[src/rtl/ring_buffer_reader_pkg.sv]
// Shared types and constants for the ring_buffer read-side engine.
// Imported by the top level and the skid buffer.
package ring_buffer_reader_pkg;

    localparam int unsigned DEFAULT_WIDTH = 8;
    localparam int unsigned DEFAULT_LEN_W = 8;

    // The skid holds two entries, so a 2-bit occupancy count is enough.
    localparam logic [1:0] SKID_EMPTY = 2'd0;
    localparam logic [1:0] SKID_ONE   = 2'd1;
    localparam logic [1:0] SKID_FULL  = 2'd2;

    typedef enum logic [1:0] {
        ST_IDLE = 2'd0,
        ST_RUN  = 2'd1,
        ST_DONE = 2'd2
    } state_t;

endpackage

[src/rtl/ring_buffer_reader_skid.sv]
// Two-entry registered FIFO between the ring_buffer pops and the output stream.
// The head entry drives the outputs directly, so the output data is registered.
module rb_skid_buffer
    import ring_buffer_reader_pkg::*;
#(
    parameter int unsigned WIDTH = DEFAULT_WIDTH + 1
) (
    input  logic             clk,
    input  logic             rst,
    input  logic             push,
    input  logic [WIDTH-1:0] push_data,
    input  logic             pop,
    output logic             out_valid,
    output logic [WIDTH-1:0] out_data,
    output logic [1:0]       count
);

    logic [WIDTH-1:0] head_q;
    logic [WIDTH-1:0] tail_q;
    logic [1:0]       count_q;
    logic             do_pop;

    assign do_pop = pop && (count_q != SKID_EMPTY);

    // The writer only pushes into a full skid when it pops in the same cycle.
    always_ff @(posedge clk) begin
        if (rst) begin
            head_q  <= '0;
            tail_q  <= '0;
            count_q <= SKID_EMPTY;
        end else begin
            case (count_q)
                SKID_EMPTY: begin
                    if (push) begin
                        head_q  <= push_data;
                        count_q <= SKID_ONE;
                    end
                end
                SKID_ONE: begin
                    if (push && do_pop) begin
                        head_q <= push_data;
                    end else if (push) begin
                        tail_q  <= push_data;
                        count_q <= SKID_FULL;
                    end else if (do_pop) begin
                        count_q <= SKID_EMPTY;
                    end
                end
                default: begin
                    if (do_pop) begin
                        head_q <= tail_q;
                        if (push) begin
                            tail_q <= push_data;
                        end else begin
                            count_q <= SKID_ONE;
                        end
                    end
                end
            endcase
        end
    end

    assign out_valid = (count_q != SKID_EMPTY);
    assign out_data  = head_q;
    assign count     = count_q;

endmodule

[src/rtl/ring_buffer_reader.sv]
// Read-side engine for ring_buffer: drains len_i words per start command onto
// a valid/ready stream, tagging the final word with m_last_o.
module ring_buffer_reader
    import ring_buffer_reader_pkg::*;
#(
    parameter int unsigned WIDTH = DEFAULT_WIDTH,
    parameter int unsigned LEN_W = DEFAULT_LEN_W
) (
    input  logic             clk,
    input  logic             rst,
    input  logic             start_i,
    input  logic [LEN_W-1:0] len_i,
    output logic             busy_o,
    output logic             done_o,
    input  logic             rb_empty_i,
    input  logic [WIDTH-1:0] rb_data_i,
    output logic             rb_dequeue_o,
    output logic             m_valid_o,
    input  logic             m_ready_i,
    output logic [WIDTH-1:0] m_data_o,
    output logic             m_last_o
);

    state_t           state_q;
    state_t           state_d;
    logic [LEN_W-1:0] rem_q;
    logic [1:0]       skid_cnt;
    logic             handshake;
    logic             space;
    logic             pop_word;
    logic             rem_is_one;
    logic [WIDTH:0]   skid_in;
    logic [WIDTH:0]   skid_out;

    assign handshake  = m_valid_o & m_ready_i;
    assign space      = (skid_cnt < SKID_FULL) | handshake;
    assign rem_is_one = (rem_q == LEN_W'(1));

    // Gated by rst so nothing is taken from the ring_buffer during a reset edge.
    assign pop_word = (state_q == ST_RUN) & ~rb_empty_i & (rem_q != '0) & space & ~rst;

    always_ff @(posedge clk) begin
        if (rst) begin
            state_q <= ST_IDLE;
            rem_q   <= '0;
        end else begin
            state_q <= state_d;
            if ((state_q == ST_IDLE) && start_i) begin
                rem_q <= len_i;
            end else if (pop_word) begin
                rem_q <= rem_q - 1'b1;
            end
        end
    end

    // RUN leaves on the edge that hands off the final word, so done_o rises
    // in the cycle right after that handshake.
    always_comb begin
        state_d = state_q;
        case (state_q)
            ST_IDLE: begin
                if (start_i) begin
                    state_d = (len_i != '0) ? ST_RUN : ST_DONE;
                end
            end
            ST_RUN: begin
                if ((rem_q == '0) &&
                    ((skid_cnt == SKID_EMPTY) || ((skid_cnt == SKID_ONE) && handshake))) begin
                    state_d = ST_DONE;
                end
            end
            ST_DONE: state_d = ST_IDLE;
            default: state_d = ST_IDLE;
        endcase
    end

    assign busy_o       = (state_q != ST_IDLE);
    assign done_o       = (state_q == ST_DONE);
    assign rb_dequeue_o = pop_word;
    assign skid_in      = {rem_is_one, rb_data_i};

    rb_skid_buffer #(
        .WIDTH (WIDTH + 1)
    ) u_skid (
        .clk       (clk),
        .rst       (rst),
        .push      (pop_word),
        .push_data (skid_in),
        .pop       (m_ready_i),
        .out_valid (m_valid_o),
        .out_data  (skid_out),
        .count     (skid_cnt)
    );

    assign m_data_o = skid_out[WIDTH-1:0];
    assign m_last_o = skid_out[WIDTH];

endmodule

[config.mk]
export PLATFORM = sky130hd
export DESIGN_NAME = ring_buffer_reader
export DESIGN_NICKNAME = d
export VERILOG_FILES = /design/src/rtl/ring_buffer_reader_pkg.sv /design/src/rtl/ring_buffer_reader_skid.sv /design/src/rtl/ring_buffer_reader.sv
export SDC_FILE = /design/constraint.sdc
export NUM_CORES = 1
export LEC_CHECK = 0
export BUFFER_PORTS_ARGS = -buffer_cell sky130_fd_sc_hd__buf_2
export CORE_UTILIZATION = 55
export CTS_BUF_LIST = sky130_fd_sc_hd__clkbuf_4
export DETAILED_ROUTE_END_ITERATION = 7
export PLACE_DENSITY = 0.88
export RECOVER_POWER = 50
export SYNTH_ARGS = -nofsm -noshare
export SYNTH_HDL_FRONTEND = slang
export SYNTH_SLANG_ARGS = --single-unit
export TNS_END_PERCENT = 1
[constraint.sdc]
create_clock -name clk -period 7.7 [get_ports clk]
set_input_delay 2.31 -clock clk [delete_from_list [all_inputs] [get_ports clk]]
set_output_delay 2.31 -clock clk [all_outputs]
set_load 0.005 [all_outputs]
After elaboration in Yosys (flattened, before gate mapping)
Index checks and enable logic that the tools add are counted.

Flip-flop bits (word level): 30. Latch bits: 0. Memory bits (writable): 0. ROM bits: 0. Bits of input ports: 21. Output and inout bits: 13. Logic and storage cells: 68. Memories kept: 0.

Add/subtract/negate cells: 1. Multipliers: 0. Divide/modulo/power cells: 0. Magnitude comparators: 1. Eq/ne operators: 11. Shift-type cells: 0. Multiplexer cells: 21. Bitwise gates (word level): 9. Reductions and logical operators: 20.

Operators with widths (number): $mux W9 (6); $pmux W9 S2 (2); $mux W2 (9); $mux W8 (2); $reduce_bool A8 Y1 (2); $eq A8 B1 Y1 const B (1); $logic_not A8 Y1 (1); $pmux W2 S2 (2); $reduce_bool A2 Y1 (4); $sub A8 B1 Y8 const B (1); $ne A2 B1 Y1 const B (3); $reduce_and A3 Y1 (2); $and A1 B1 Y1 (5); $logic_and A1 B1 Y1 (5); $reduce_and A5 Y1 (1); $eq A2 B1 Y1 const B (2); $logic_not A2 Y1 (2); $ne A2 B2 Y1 const B (2); $ne A3 B1 Y1 const B (1); $ne A3 B3 Y1 const B (1); $not A1 Y1 (3); $reduce_bool A3 Y1 (1); $eq A2 B2 Y1 const B (1); $lt A2 B2 Y1 const B (1); other kinds (3) (3).

Depth between registers and ports, before layout
Gate-level depths: netlist of run 1.

Depth after elaboration: 8. Mapped depth: 7.

By module
From an unflattened synthesis of run 1, not the netlist that was laid out.

Cells, all modules: 183. Area total of the unflattened synthesis: 1789.2 um2.

Modules (own cells, without submodules): rb_skid_buffer (instances 1, cells an instance 98, area each 1056.0 um2, sequential area each 400.4 um2); ring_buffer_reader (instances 1, cells an instance 85, area each 733.2 um2, sequential area each 200.2 um2).

Least setup slack after synthesis of run 1
OpenSTA, ideal clock, no wires.

Path type: input to output. Start point: input rb_empty_i. End point: output rb_dequeue_o. Arrival: 3.488 ns. Data required time: 5.390 ns. Slack: 1.902 ns. Stages: 4. Buffers on the path: 2. Path through: or4b_1 clkbuf_2 a211oi_4 buf_6.

Word-level cells in the longest chain between the ends: 5.

Ends and longest elaborated chain: start, declared (RTL line ring_buffer_reader.sv:15) `input logic rb_empty_i,`; $not A1 Y1 (RTL line ring_buffer_reader.sv:40) `assign pop_word = (state_q == ST_RUN) & ~rb_empty_i & (rem_q != '0) & space & ~rst;`; $and A1 B1 Y1 (4 in a row) (RTL line ring_buffer_reader.sv:40); end, declared (RTL line ring_buffer_reader.sv:17) `output logic rb_dequeue_o,`.

Every way passes these cells.

Worst setup path in the final report of run 1
Start point: input rst. End point: output rb_dequeue_o.

Word-level cells in the longest chain between the ends: 2.

Ends and longest elaborated chain: start, declared (RTL line ring_buffer_reader.sv:10) `input logic rst,`; $not A1 Y1 (RTL line ring_buffer_reader.sv:40); $and A1 B1 Y1 (RTL line ring_buffer_reader.sv:40).

Every way passes these cells.

==> results.cfg, run 1 <==
[critical_path]
critPathMaxFanout = 25
cp_data_required_time_ps = 5390
cp-end-kind = primary output
start_kind = input port
crit_chain = clkbuf_1 -> or4b_1 -> a211oi_4 -> buf_2
crit_slowest_cell = or4b_1
slowest_delay_ps = 770
cp.arrival_ps = 4370
path_class = input port to primary output

[floorplan]
die_h_um = 55.7
die-area_um2 = 3110
core-area_um2 = 2730
pin_count = 34
initial_core_util = 0.581
placementRows = 19
die-width_um = 55.7

[clocking]
cts_tree = built
numCtsBuffers = 5
cts_sinks = 30
htreeDepth = 2
cts_root_buf = clkbuf_4
clock_latency_ps = 340
cts-resized-gates = 0
post_cts_buffers = 0
cts_buffer_depth = 2
cts_hold_buf = 0
path_clk_slew_ps = 100

[layout]
final_util = 0.674
regArea_um2 = 601
area_growth_pct = 16.0
multiInputGateArea_um2 = 912
drive_gt1_frac = 0.217
antenna_cells = 0
fillerInstances = 210
nNetsFinal = 235

[sta]
fmax_mhz = 150
fin_tns_setup_ps = 0
slew_viol_final = 0
finalSetupViolCount = 0
hold_viol_final = 0
rsz0062_at_grt = false
finalCritPeriodShare = 0.867
skew_ps = 6.12
period_minus_slack_ps = 6680
timing.final.ws_setup_ps = 1020
maxSlewHeadroom = 0.301
tightest_slew_ps = 1050

[min_path]
min_path_type = flop to flop

[routing]
vias = 1400
wl_um = 3210
routedWlPerCell_um = 13.2
firstDrtPassIters = 4
viasPerCell = 5.76
drcViolationCount = 0
ant_nets = 0
initialDrtViolationCount = 72

[synthesis]
syn-num-nets = 205
ys_seq_area_frac = 0.378
yosysWarnings = 0
synth_area_um2 = 1590
syn_area_per_cell_um2 = 8.77
ys_ff_latch = 30
synth_edf_count = 0
synth_cells = 181
ys_async_sr_fraction = 0
synth_cell_types = 47
ys.flop_type = dfxtp_1

[grt]
track_usage = 0.228
grt_pass1_vias = 1244
antenna_found_initial = 0
grt_remaining_overflow = 0
grt_max_degree = 27
grt_pass1_wl_um = 5520

[place]
numPortBuffers = 33
gp_congestion = 0.880
hpwl_um = 2250
place_ws_ps = 1320

[power_and_ir_drop]
power.total_uw = 416
power.leakage_uw = 0.000746
ir_drop_mv = 0.252
power.density_nw_per_um2 = 226

[run_status]
outcome = finished, final reports clean

[flow_run]
max_cap_viol_count = 0
[cell type report]
type | instances | share of cell area
clock buffers | 5 | 0.0204
clock inverters | 3 | 0.0346
inverters | 6 | 0.0122
multi-input cells | 134 | 0.495
flip-flops and latches | 30 | 0.326
well taps | 31 | 0.0211
repair buffers | 34 | 0.0904
[routing by layer]
layer,vias up,track usage,share of wire
met4,0,0.0857,0.017
met5,-,0,0
li1,720,-,-
met2,46,0.337,0.44
met3,7,0.0698,0.058
met1,627,0.311,0.49
[critical path, delay by kind of cell]
kind	cells	cell delay [ps]
compound gates	1	640
buf+inv	2	640
simple gates	1	770
[layout by cell type, fill, tap and decap left out, types with 4 or more instances in the layout]
| master | netlist | layout |
|---|---|---|
| nand2_1 | 18 | 18 |
| inv_1 | 6 | 6 |
| mux2i_1 | 17 | 17 |
| o211ai_1 | 8 | 8 |
| a21oi_1 | 6 | 6 |
| dfxtp_1 | 30 | 30 |
| nor2_1 | 20 | 20 |
| nor2b_1 | 4 | 4 |
| clkbuf_4 | 0 | 5 |
| buf_2 | 2 | 30 |
| nand2b_1 | 10 | 10 |
[through the flow]
step | instances | hold slack (ps) | cell area [µm²]
floorplan | 181 | 450 | 1590
finish | 243 | 461 | 1840
CTS | 243 | 463 | 1850
global placement | 235 | 446 | 1750
detailed placement | 235 | 449 | 1750
global route | 243 | 491 | 1840
[synthesized netlist by cell type, drive strengths merged (2+ instances only)]
| cell type | number | share of area |
|---|---|---|
| o211ai | 8 | 0.038 |
| nor4 | 3 | 0.016 |
| mux2i | 17 | 0.11 |
| o311ai | 2 | 0.011 |
| or2 | 2 | 0.0079 |
| or4 | 2 | 0.0095 |
| nand2b | 10 | 0.039 |
| a211oi | 2 | 0.017 |
| o2bb2ai | 2 | 0.011 |
| or3b | 3 | 0.017 |
| nand3b | 2 | 0.0095 |
| nand3 | 3 | 0.0095 |
| a2111oi | 2 | 0.011 |
| nor2 | 20 | 0.047 |
| dfxtp | 30 | 0.38 |
| nor3b | 2 | 0.0095 |
| a21oi | 6 | 0.019 |
| buf | 4 | 0.016 |
| nand2 | 18 | 0.043 |
| nor3 | 3 | 0.0095 |
| o21ai | 2 | 0.0063 |
| clkbuf | 7 | 0.017 |
| nor2b | 4 | 0.016 |
| mux2 | 2 | 0.014 |
| ha | 3 | 0.024 |
| inv | 6 | 0.014 |
| a31oi | 3 | 0.012 |
[flip-flops by register name (all words and copies together), names as in the netlist]
register / count
rem_q: 8
state_q: 2
u_skid.out_data: 9
u_skid.tail_q: 9
u_skid.count: 2
[worst paths after layout]
check | start | endpoint | slack (ps) | cells after the start
setup reg to reg | rem_q[0] | u_skid.out_data[8] | 4910 | 6
hold reg to reg | u_skid.out_data[6] | u_skid.out_data[6] | 460 | 2
setup / recovery | rst | rb_dequeue_o | 1020 | 4
hold / removal | u_skid.out_data[6] | u_skid.out_data[6] | 460 | 2
[where the power goes]
| part | leakage (µW) | switching, µW | internal [µW] |
|---|---|---|---|
| registers | 0.000244 | 12.7 | 166 |
| clock network | 0.0000528 | 57.1 | 100 |
| logic | 0.000450 | 46.0 | 34.0 |
| total | 0.000746 | 116 | 300 |
[cells by family after synthesis]
family	count (synthesis)	synth area share
compound gates	35	0.169
fa+ha+maj	3	0.0236
buf+inv	17	0.0473
flops	30	0.378
mux	19	0.121
simple gates	77	0.261
Power figures use the tool's default switching activity.
==> run 2, diff against run 1 <==
--- a/config.mk
+++ b/config.mk
@@ -8,7 +8,10 @@
 export BUFFER_PORTS_ARGS = -buffer_cell sky130_fd_sc_hd__buf_2
 export CORE_UTILIZATION = 55
 export CTS_BUF_LIST = sky130_fd_sc_hd__clkbuf_4
+export CTS_CLUSTER_SIZE = 30
 export DETAILED_ROUTE_END_ITERATION = 7
+export GPL_TIMING_DRIVEN = 0
+export HOLD_SLACK_MARGIN = 0.02
 export PLACE_DENSITY = 0.88
 export RECOVER_POWER = 50
 export SYNTH_ARGS = -nofsm -noshare
==> results.cfg, run 2 (same netlist as run 1, synthesis figures left out) <==
[routing]
viasPerCell = 5.86
initialDrtViolationCount = 66
firstDrtPassIters = 4
wl_um = 3530
routedWlPerCell_um = 14.0
drcViolationCount = 0
ant_nets = 0
vias = 1483

[critical_path]
start_kind = input port
path_class = input port to primary output
worstSetupStartpoint = rst
r2r_end = u_skid.out_data[8]
cp_data_required_time_ps = 5390
cp-end-kind = primary output
reg2reg_from = rem_q[0]
reg2regPathDepth = 7
critPathMaxFanout = 10
r2r_setup_slack_ps = 5190
cp.arrival_ps = 3980

[layout]
final_cell_area_um2 = 1840
nNetsFinal = 245
multiInputGateArea_um2 = 912
mostFrequentLayoutCells = dfxtp_1, buf_2, nor2_1
layout.cells.non_filler = 253
regArea_um2 = 601
antenna_cells = 0
area_growth_pct = 15.7
fillerInstances = 244
drive_gt1_frac = 0.203
final_common_cell = dfxtp_1
final_util = 0.672

[grt]
grt_pass1_wl_um = 6120
grt_pass1_vias = 1396
top_usage_layer = met2
use_met2 = 0.391
antenna_found_initial = 0
track_usage = 0.251
grt_max_degree = 11
grt.met1_usage = 0.328
met3_usage = 0.0558
grt_remaining_overflow = 0

[clocking]
clock_latency_ps = 320
cts_buffer_depth = 2
cts-resized-gates = 0
path_clk_slew_ps = 100
cts_tree = built
numCtsBuffers = 5
cts_sinks = 30
cts_hold_buf = 0
post_cts_buffers = 0
htreeDepth = 2
cts_root_buf = clkbuf_4

[floorplan]
initial_core_util = 0.581
die-area_um2 = 3110
core-area_um2 = 2730
placementRows = 19
die-width_um = 55.7
die_h_um = 55.7
pin_count = 34

[flow_run]
max_cap_viol_count = 0

[sta]
fin_tns_setup_ps = 0
finalCritPeriodShare = 0.817
maxSlewHeadroom = 0.518
rsz0062_at_grt = false
skew_ps = 6.84
finalSetupViolCount = 0
tightest_slew_ps = 722
fmax_mhz = 159
period_minus_slack_ps = 6290
holdWs_ps = 467
slew_viol_final = 0
hold_viol_final = 0

[min_path]
min_path_type = flop to flop
hold_depth = 2
hold_start = u_skid.out_data[1]
hold-path-endpoint = u_skid.out_data[1]

[power_and_ir_drop]
power.density_nw_per_um2 = 192
power.leakage_uw = 0.000730
ir_drop_mv = 0.171

[place]
place_inst = 245
hpwl_um = 2620
dpl_cell_area_um2 = 1790
gp_congestion = 0.904
numPortBuffers = 33

[run_status]
outcome = finished, final reports clean
run 2: cell types whose count changed in the layout (fill, tap and decap cells not counted):
cell,before,now
clkinvlp_4,0,1
clkbuf_1,3,13
clkbuf_2,1,0
bufinv_16,2,0
buf_2,30,29
buf_6,0,1
buf_1,0,1
clkinv_2,0,1
run 2: area by class of cell:
| type | instances | area share |
|---|---|---|
| multi-input cells | 134 | 0.497 |
| flip-flops and latches | 30 | 0.327 |
| repair buffers | 33 | 0.0865 |
| plain buffers | 11 | 0.0272 |
| well taps | 31 | 0.0211 |
| clock buffers | 5 | 0.0204 |
| inverters | 6 | 0.0123 |
| clock inverters | 3 | 0.00886 |
run 2: worst max-delay path, cell delays in order:
cell and delay, ps:
clkbuf_1 160, or4b_1 500, clkbuf_1 210, a211oi_4 480, buf_6 210, buf_2 120
run 2: power breakdown:
part | leakage [µW] | internal, µW | total (µW) | switching [µW]
Combinational | 0.000457 | 35.5 | 82.3 | 46.8
Clock | 0.0000286 | 33.9 | 91.2 | 57.3
Sequential | 0.000244 | 166 | 179 | 12.9
run 2: worst max path at each step:
| stage | end | slack, ps |
|---|---|---|
| floorplan | rb_dequeue_o | 1900 |
| global placement | rb_dequeue_o | 1520 |
| detailed placement | rb_dequeue_o | 1490 |
| CTS | rb_dequeue_o | 1480 |
| global route | rb_dequeue_o | 1300 |
| finish | rb_dequeue_o | 1410 |
run 2: through the flow:
stage | power, µW | worst slack (ps)
after floorplan | 238 | 1900
after global placement | 262 | 1520
after detailed placement | 264 | 1490
after CTS | 354 | 1480
after global routing | 373 | 1300
final | 353 | 1410
run 2: per-layer routing:
layer / vias up / routed length [µm]
met5: - / 0
met4: 0 / 89
met2: 49 / 1670
met1: 682 / 1550
met3: 11 / 228
li1: 741 / -
==> run 3, diff against run 2 <==
--- a/config.mk
+++ b/config.mk
@@ -5,14 +5,15 @@
 export SDC_FILE = /design/constraint.sdc
 export NUM_CORES = 1
 export LEC_CHECK = 0
+export ABC_AREA = 1
 export BUFFER_PORTS_ARGS = -buffer_cell sky130_fd_sc_hd__buf_2
-export CORE_UTILIZATION = 55
+export CORE_UTILIZATION = 51
 export CTS_BUF_LIST = sky130_fd_sc_hd__clkbuf_4
 export CTS_CLUSTER_SIZE = 30
 export DETAILED_ROUTE_END_ITERATION = 7
 export GPL_TIMING_DRIVEN = 0
 export HOLD_SLACK_MARGIN = 0.02
-export PLACE_DENSITY = 0.88
+export PLACE_DENSITY = 0.86
 export RECOVER_POWER = 50
 export SYNTH_ARGS = -nofsm -noshare
 export SYNTH_HDL_FRONTEND = slang
==> constraint.sdc (replaced) <==
create_clock -name clk -period 5.6 [get_ports clk]
set_input_delay 1.68 -clock clk [delete_from_list [all_inputs] [get_ports clk]]
set_output_delay 1.68 -clock clk [all_outputs]
set_load 0.005 [all_outputs]
==> results.cfg, run 3 <==
[grt]
antenna_found_initial = 0
grt_pass1_wl_um = 6220
grt_remaining_overflow = 0
track_usage = 0.236
grt_max_degree = 11
grt_pass1_vias = 1437

[clocking]
path_clk_slew_ps = 90
cts_buffer_depth = 2
cts_hold_buf = 0
cts-resized-gates = 0
cts_tree = built
numCtsBuffers = 5
post_cts_buffers = 0
htreeDepth = 2
clock_latency_ps = 330
cts_root_buf = clkbuf_4
cts_sinks = 30

[synthesis]
synth-compound-area-share = 0.0810
yosysTopAreaCell = dfxtp_1
ys.flop_type = dfxtp_1
synthAdderAreaFrac = 0.0223
synth_cells = 246
ys_ff_latch = 30
yosys-top-cells-count = nor2_1, nand2_1, dfxtp_1
syn_area_per_cell_um2 = 6.85
synth_edf_count = 0
synth.area.top_cells = dfxtp_1, nor2_1, nand2_1
syn-num-nets = 270
synthMuxAreaShare = 0.0475
synth_area_um2 = 1680
yosysWarnings = 0
synth_top_family_by_area = simple AND/OR/NAND/NOR gates
synth-xor-area-share = 0.0104
yosysMostFrequentCell = nor2_1
ys_seq_area_frac = 0.357
synth_top_area_frac = 0.357
synthSimpleGateAreaFrac = 0.408
ys_async_sr_fraction = 0
synth_cell_types = 27

[sta]
slew_viol_final = 0
tightest_slew_ps = 586
maxSlewHeadroom = 0.608
period_minus_slack_ps = 4530
skew_ps = 5.91
fmax_mhz = 221
hold_viol_final = 0
holdWs_ps = 474
rsz0062_at_grt = false
finalSetupViolCount = 0
finalCritPeriodShare = 0.808
fin_tns_setup_ps = 0

[floorplan]
die-area_um2 = 3540
placementRows = 20
die-width_um = 59.5
pin_count = 34
die_h_um = 59.5
core-area_um2 = 3100
initial_core_util = 0.543

[critical_path]
reg2regPathDepth = 9
r2r_setup_slack_ps = 3590
critPathMaxFanout = 6
cp_data_required_time_ps = 3920
cp.arrival_ps = 2850
r2r_end = u_skid.tail_q[1]
path_class = input port to primary output
start_kind = input port
cp-end-kind = primary output
reg2reg_from = rem_q[0]

[layout]
regArea_um2 = 601
final_common_cell = nor2_1
drive_gt1_frac = 0.192
area_growth_pct = 13.7
fillerInstances = 317
mostFrequentLayoutCells = nor2_1, nand2_1, buf_2
antenna_cells = 0
multiInputGateArea_um2 = 926
nNetsFinal = 310

[routing]
wl_met2_um = 1610
drcViolationCount = 0
firstDrtPassIters = 4
vias = 1678
top_layer = met4
ant_nets = 0
wl_um = 3700
dr_wl_met3_um = 188
viasPerCell = 5.07
wl_met1_um = 1820
initialDrtViolationCount = 94
routedWlPerCell_um = 11.2

[min_path]
hold-path-endpoint = u_skid.out_data[7]
min_path_type = flop to flop
hold_start = u_skid.out_data[7]
hold_depth = 2

[place]
gp_congestion = 0.815
hpwl_um = 2680
numPortBuffers = 33

[power_and_ir_drop]
power.leakage_uw = 0.000926
ir_drop_mv = 0.173
power.density_nw_per_um2 = 282

[flow_run]
max_cap_viol_count = 0

[run_status]
outcome = finished, final reports clean
[run 3: critical path, stage by stage]
cell	delay, ps
clkbuf_1	140
nor2_1	240
nand3_2	100
nor2_1	480
buf_2	220
[run 3: per-stage QoR]
stage	utilization	worst slack, ps	power [µW]	area, µm²	instances
final	0.617	1070	540	1920	331
after global routing	0.617	1040	582	1920	331
after CTS	0.631	1460	547	1960	331
after detailed placement	0.614	1470	423	1900	323
after global placement	0.614	1480	417	1900	323
after floorplan	-	1820	379	1680	246
[run 3: report_power, final]
part | switching, µW | leakage [µW] | internal [µW]
Clock | 73.6 | 0.0000331 | 51.9
Combinational | 102 | 0.000649 | 63.4
Sequential | 17.6 | 0.000244 | 231
[run 3: logic make-up after synthesis]
logic type | Yosys count
AO/OA/AOI/OAI | 24
AND/OR/NAND/NOR | 148
adder cells (fa/ha/maj) | 3
multiplexers | 8
flip-flops | 30
XOR/XNOR | 2
buffers and inverters | 31
[run 3: area by class of cell]
cell class,count,area share
timing repair buffer,33,0.0849
multi-input combinational,185,0.483
clock inverter,2,0.00457
buffer,5,0.0105
sequential,30,0.314
clock buffer,6,0.0235
tap,44,0.0287
inverter,26,0.0509
[run 3: routing by layer]
metal,GRT usage,vias up
met1,0.322,752
met3,0.0633,9
met4,0.0884,0
met5,0,-
li1,-,863
met2,0.355,54
[run 3: worst max-delay path by stage]
stage	to	depth (start not counted)	startpoint
floorplan	rb_dequeue_o	4	m_ready_i
global placement	rb_dequeue_o	5	rst
detailed placement	rb_dequeue_o	5	rst
CTS	rb_dequeue_o	5	rst
global route	rb_dequeue_o	5	rst
finish	rb_dequeue_o	5	rst
